File: src/rtl/rr_mux4_arbiter_pkg.sv
// Shared types and constants for the round-robin 4:1 mux arbiter.
package rr_mux4_arbiter_pkg;

    localparam int LANE_W    = 2;
    localparam int NUM_LANES = 4;

    typedef enum logic {
        IDLE  = 1'b0,
        GRANT = 1'b1
    } state_t;

    function automatic logic [NUM_LANES-1:0] lane_onehot(input logic [LANE_W-1:0] lane);
        logic [NUM_LANES-1:0] oh;
        oh       = '0;
        oh[lane] = 1'b1;
        return oh;
    endfunction

endpackage

File: src/rtl/rr_mux4_arbiter_if.sv
// Request/grant/data bundle between requesters and the arbiter.
interface rr_mux4_arbiter_if
    import rr_mux4_arbiter_pkg::*;
#(
    parameter int DW = 1
);
    logic [NUM_LANES-1:0] req;
    logic                 rel;
    logic [DW-1:0]        d0;
    logic [DW-1:0]        d1;
    logic [DW-1:0]        d2;
    logic [DW-1:0]        d3;
    logic [NUM_LANES-1:0] gnt;
    logic                 s1;
    logic                 s0;
    logic [DW-1:0]        y;
    logic                 valid;

    modport master (
        output req, rel, d0, d1, d2, d3,
        input  gnt, s1, s0, y, valid
    );

    modport slave (
        input  req, rel, d0, d1, d2, d3,
        output gnt, s1, s0, y, valid
    );
endinterface

File: src/rtl/rr_mux4_arbiter_mux.sv
// DW-wide combinational 4:1 mux selected by {s1,s0}.
module mux4_dw #(
    parameter int DW = 1
) (
    input  logic [DW-1:0] d0,
    input  logic [DW-1:0] d1,
    input  logic [DW-1:0] d2,
    input  logic [DW-1:0] d3,
    input  logic          s0,
    input  logic          s1,
    output logic [DW-1:0] y
);
    always_comb begin
        y = '0;
        case ({s1, s0})
            2'b00:   y = d0;
            2'b01:   y = d1;
            2'b10:   y = d2;
            2'b11:   y = d3;
            default: y = '0;
        endcase
    end
endmodule

File: src/rtl/rr_mux4_arbiter.sv
// Round-robin arbiter owning a shared 4:1 mux; registers grant, select and output.
module rr_mux4_arbiter
    import rr_mux4_arbiter_pkg::*;
#(
    parameter int DW       = 1,
    parameter int HOLD_MAX = 8
) (
    input  logic               clk,
    input  logic               rst,
    rr_mux4_arbiter_if.slave   bus
);
    localparam int            HCW       = $clog2(HOLD_MAX);
    localparam logic [HCW-1:0] HOLD_LAST = HCW'(HOLD_MAX - 1);

    state_t               state;
    logic [LANE_W-1:0]    ptr;
    logic [LANE_W-1:0]    sel;
    logic [NUM_LANES-1:0] gnt_r;
    logic [DW-1:0]        y_r;
    logic                 valid_r;
    logic [HCW-1:0]       hold_cnt;

    logic [LANE_W-1:0]    idx;
    logic [LANE_W-1:0]    win;
    logic                 found;
    logic                 release_now;
    logic [DW-1:0]        mux_y;

    mux4_dw #(.DW(DW)) u_mux (
        .d0 (bus.d0),
        .d1 (bus.d1),
        .d2 (bus.d2),
        .d3 (bus.d3),
        .s0 (sel[0]),
        .s1 (sel[1]),
        .y  (mux_y)
    );

    // Scan lanes starting at ptr, wrapping modulo 4; first set request wins.
    always_comb begin
        idx   = '0;
        win   = '0;
        found = 1'b0;
        for (int unsigned i = 0; i < NUM_LANES; i++) begin
            idx = ptr + LANE_W'(i);
            if (!found && bus.req[idx]) begin
                win   = idx;
                found = 1'b1;
            end
        end
    end

    // Forced release only applies once the hold budget is spent and someone else waits.
    always_comb begin
        release_now = bus.rel || !bus.req[sel] ||
                      ((hold_cnt == HOLD_LAST) && ((bus.req & ~gnt_r) != '0));
    end

    always_ff @(posedge clk or posedge rst) begin
        if (rst) begin
            state    <= IDLE;
            ptr      <= '0;
            sel      <= '0;
            gnt_r    <= '0;
            y_r      <= '0;
            valid_r  <= 1'b0;
            hold_cnt <= '0;
        end else begin
            case (state)
                IDLE: begin
                    if (found) begin
                        gnt_r    <= lane_onehot(win);
                        sel      <= win;
                        hold_cnt <= '0;
                        state    <= GRANT;
                    end
                end
                GRANT: begin
                    if (release_now) begin
                        gnt_r   <= '0;
                        valid_r <= 1'b0;
                        y_r     <= '0;
                        ptr     <= sel + LANE_W'(1);
                        state   <= IDLE;
                    end else begin
                        y_r     <= mux_y;
                        valid_r <= 1'b1;
                        if (hold_cnt != HOLD_LAST) begin
                            hold_cnt <= hold_cnt + HCW'(1);
                        end
                    end
                end
                default: state <= IDLE;
            endcase
        end
    end

    assign bus.gnt   = gnt_r;
    assign bus.s1    = sel[1];
    assign bus.s0    = sel[0];
    assign bus.y     = y_r;
    assign bus.valid = valid_r;

endmodule
File: src/flat_wrapper.sv
// flat-port wrapper written by rule: the top's interface ports become plain ports
module rr_mux4_arbiter_flat import rr_mux4_arbiter_pkg::*;
#(
    parameter int DW       = 1,
    parameter int HOLD_MAX = 8
)
  (clk, rst, bus_req, bus_rel, bus_d0, bus_d1, bus_d2, bus_d3, bus_gnt, bus_s1, bus_s0, bus_y, bus_valid);
  rr_mux4_arbiter_if #(.DW(DW)) bus_i ();
  input  logic clk;
  input  logic rst;
  input wire logic [$bits(bus_i.req)-1:0] bus_req;
  input wire logic [$bits(bus_i.rel)-1:0] bus_rel;
  input wire logic [$bits(bus_i.d0)-1:0] bus_d0;
  input wire logic [$bits(bus_i.d1)-1:0] bus_d1;
  input wire logic [$bits(bus_i.d2)-1:0] bus_d2;
  input wire logic [$bits(bus_i.d3)-1:0] bus_d3;
  output wire logic [$bits(bus_i.gnt)-1:0] bus_gnt;
  output wire logic [$bits(bus_i.s1)-1:0] bus_s1;
  output wire logic [$bits(bus_i.s0)-1:0] bus_s0;
  output wire logic [$bits(bus_i.y)-1:0] bus_y;
  output wire logic [$bits(bus_i.valid)-1:0] bus_valid;
  assign bus_i.req = bus_req;
  assign bus_i.rel = bus_rel;
  assign bus_i.d0 = bus_d0;
  assign bus_i.d1 = bus_d1;
  assign bus_i.d2 = bus_d2;
  assign bus_i.d3 = bus_d3;
  assign bus_gnt = bus_i.gnt;
  assign bus_s1 = bus_i.s1;
  assign bus_s0 = bus_i.s0;
  assign bus_y = bus_i.y;
  assign bus_valid = bus_i.valid;
  rr_mux4_arbiter #(.DW(DW), .HOLD_MAX(HOLD_MAX)) u_core (.clk(clk), .rst(rst), .bus(bus_i));
endmodule
File: config.mk
export PLATFORM = sky130hd
export DESIGN_NAME = rr_mux4_arbiter_flat
export DESIGN_NICKNAME = d
export VERILOG_FILES = /design/src/rtl/rr_mux4_arbiter_pkg.sv /design/src/rtl/rr_mux4_arbiter_if.sv /design/src/rtl/rr_mux4_arbiter_mux.sv /design/src/rtl/rr_mux4_arbiter.sv /design/src/flat_wrapper.sv
export SDC_FILE = /design/constraint.sdc
export NUM_CORES = 1
export LEC_CHECK = 0
export CAP_MARGIN = 20
export CORE_UTILIZATION = 44
export DETAILED_ROUTE_END_ITERATION = 8
export PLACE_DENSITY_LB_ADDON = 0.2
export SYNTH_ARGS = -nofsm -noshare
export SYNTH_HDL_FRONTEND = slang
export SYNTH_SLANG_ARGS = --single-unit
File: constraint.sdc
create_clock -name clk -period 1.55 [get_ports clk]
set_input_delay 0.31 -clock clk [delete_from_list [all_inputs] [get_ports clk]]
set_output_delay 0.31 -clock clk [all_outputs]
set_load 0.1 [all_outputs]
==> impl_metrics.py <==
metrics = {
    "detailed_routing": {
        "dr.pass1.iters": 4,
        "detail_route.wl_per_cell_microns": 16.0,
        "drtIter0Drc": 22,
        "drc": 0,
        "drtAntennaViolNets": 0,
        "vias": 783,
        "wl_mm": 2.27,
        "via_per_inst": 5.51,
    },
    "cts": {
        "clk_pin_slew_ns": 0.09,
        "clockRootBuffer": "clkbuf_4",
        "cts_tree": "built",
        "htreeDepth": 1,
        "cts_buffer_depth": 2,
        "cts.sinks": 14,
        "clk_latency_ns": 0.28,
        "hold_buffers": 0,
        "cts_buffers": 3,
    },
    "timing": {
        "rsz0062_at_grt": "yes",
        "worstMarginPinSlew_ns": 0.535,
        "fin_ws_ns": -0.0143,
        "setup_viol": 4,
        "fmax_mhz": 639,
        "fin_setup_tns_ns": -0.0162,
        "slew_headroom_pct": 64.3,
        "hold_viol": 0,
        "fin_crit_ns": 1.56,
        "holdWs_ns": 0.356,
        "post-route-period-util_pct": 101,
        "slew_violations": 0,
        "skew_ns": 0.00429,
    },
    "critical_path": {
        "cpLargestDelayFamily": "multiplexers",
        "crit_chain": "mux2i_2 -> o22ai_4 -> a21boi_4 -> mux2_4",
        "crit_buf_inv": 0,
        "end_kind": "flop",
        "cp.required_ns": 1.72,
        "cp_max_fo": 6,
        "worstPathArrival_ns": 1.73,
        "cp_slowest_stage_delay_ns": 0.55,
        "startpoint_type": "flop",
        "critPathSlowestCell": "dfrtp_4",
        "worstSetupPathType": "flop to flop",
    },
    "layout": {
        "fillers": 116,
        "seqCellArea_sq_um": 370,
        "fin_area_sq_um": 1380,
        "drive_gt1_share_pct": 41.0,
        "multi_input_area_sq_um": 539,
        "nets": 135,
        "syn_to_final_growth_pct": 60.3,
        "antennaDiodeCount": 0,
    },
    "power": {
        "totalPowerFinal_mw": 3.21,
        "p_per_area_nw_per_um2": 2330,
        "p_leak_nw": 0.625,
        "irDropWorstVdd_mv": 1.78,
    },
    "global_route": {
        "grt_antenna_before_repair": 0,
        "grt_pass1_wl_mm": 3.56,
        "grt_pass1_vias": 796,
        "grt_max_degree": 15,
        "overflow": 0,
        "grt.total_usage_pct": 24.3,
    },
    "floorplan": {
        "start_util_pct": 48.1,
        "design.die.area_sq_um": 2130,
        "die_w_microns": 46.2,
        "ios": 19,
        "die_y_microns": 46.2,
        "num_rows": 15,
        "core_sq_um": 1780,
    },
    "synthesis": {
        "syn_avg_cell_area_sq_um": 10.3,
        "synthCells": 83,
        "ys_types": 30,
        "ys_ff_latch": 14,
        "yosysTopAreaCell": "dfrtp_1",
        "syn-cell-area_sq_um": 858,
        "syn-num-nets": 100,
        "seq_area_frac_synth_pct": 40.8,
        "yosysTopAreaCellShare_pct": 40.8,
        "synth.area.top_cells": "dfrtp_1 41%, ha_1 8.7%, mux2i_1 5.8%",
        "yosys_warnings": 0,
    },
    "place": {
        "gp_congestion": 0.790,
        "preCtsSetupSlack_ns": -0.444,
        "io_buffers": 18,
        "placed_cell_area_sq_um": 1270,
        "dp_hpwl_mm": 1.69,
    },
    "hold_path": {
        "hp-class": "primary input to asynchronous set/reset pin",
    },
    "outcome": {
        "violations": "setup timing",
        "status": "finished, violations left",
    },
    "run": {
        "drv_cap": 0,
    },
}
==> worst paths after layout <==
| kind | startpoint | end | slack (ns) | cells after the start |
|---|---|---|---|---|
| min in group clk | u_core.hold_cnt[0] | u_core.hold_cnt[0] | 0.49 | 1 |
| min | rst | u_core.sel[0] | 0.36 | 2 |
| max | u_core.sel[0] | u_core.ptr[0] | -0.01 | 4 |
| min reg2reg | u_core.hold_cnt[0] | u_core.hold_cnt[0] | 0.49 | 1 |
| max reg2reg | u_core.sel[0] | u_core.ptr[0] | -0.01 | 4 |
| max in group asynchronous | rst | u_core.sel[1] | 0.79 | 2 |
==> cell families after synthesis <==
family / count (synthesis) / share of synthesized area, %
simple gates: 27 / 17.2
compound gates: 19 / 19.4
flops: 14 / 40.8
buf+inv: 10 / 4.52
mux: 7 / 9.33
fa+ha+maj: 6 / 8.75
==> repair_timing <==
action	4_1_cts	5_1_grt
pin swaps	4	3
gates resized for setup	7	10
setup endpoints to repair	12	12
endpoints found under the hold margin	0	0
buffers inserted	1	1
==> cell usage after synthesis (all sizes together) <==
master	n
a211o	1
a211oi	1
a21boi	1
a21o	1
a21oi	4
a222oi	1
a31o	1
buf	1
dfrtp	14
ha	6
inv	9
mux2	2
mux2i	5
nand2	9
nand2b	3
nand3	1
nand3b	1
nor2	5
nor2b	4
nor3	1
nor3b	1
nor4	1
o21ai	1
o22ai	3
o2bb2ai	2
o32ai	2
o41ai	1
or2	1
==> cell usage in the layout (no fill, tap or decap), drive strengths merged, types with 2 or more instances in the layout <==
master	count
nor2b	4
o22ai	3
a21oi	4
nand2	9
nor2	5
inv	9
mux2i	5
clkdlybuf4s50	7
o32ai	2
clkbuf	5
nand2b	3
dfrtp	14
mux2	2
buf	21
o2bb2ai	2
ha	6
==> power breakdown <==
part | internal (mW) | switching, mW
combinational | 0.902 | 1.25
sequential | 0.565 | 0.226
clock | 0.143 | 0.127
total | 1.61 | 1.60
==> area by class of cell <==
class	count	share of cell area, %
Multi-Input combinational cell	59	39.2
Sequential cell	14	26.9
Timing Repair Buffer	31	26.5
Clock buffer	4	2.64
Inverter	9	2.45
Tap cell	25	2.27
==> stage by stage <==
stage	utilization [%]	cells
final	77.2	142
after floorplan	-	83
after CTS	75.4	141
after global routing	77.2	142
after detailed placement	71.4	136
after global placement	71.4	136
==> metal layers <==
metal | vias to the layer above | track usage, % | share of wire, %
met5 | - | 0 | 0
met4 | 0 | 12.4 | 1.5
met3 | 4 | 4.71 | 5.9
met2 | 30 | 42.3 | 53
met1 | 389 | 28.1 | 39
li1 | 360 | - | -
==> sequential cells by signal, indices dropped and copies added (netlist names) <==
signal and flops:
u_core.bus.gnt 4, u_core.hold_cnt 3, u_core.ptr 2, u_core.sel 2, u_core.bus.valid 1, u_core.bus.y 1
u_core.state 1
==> worst register-to-register path, delay by kind of cell, from the launching register on <==
family	cells	cell delay, ns
multiplexers	2	0.58
AO/OA/AOI/OAI	2	0.32
flip-flops	1	0.55
Power figures use the tool's default switching activity.
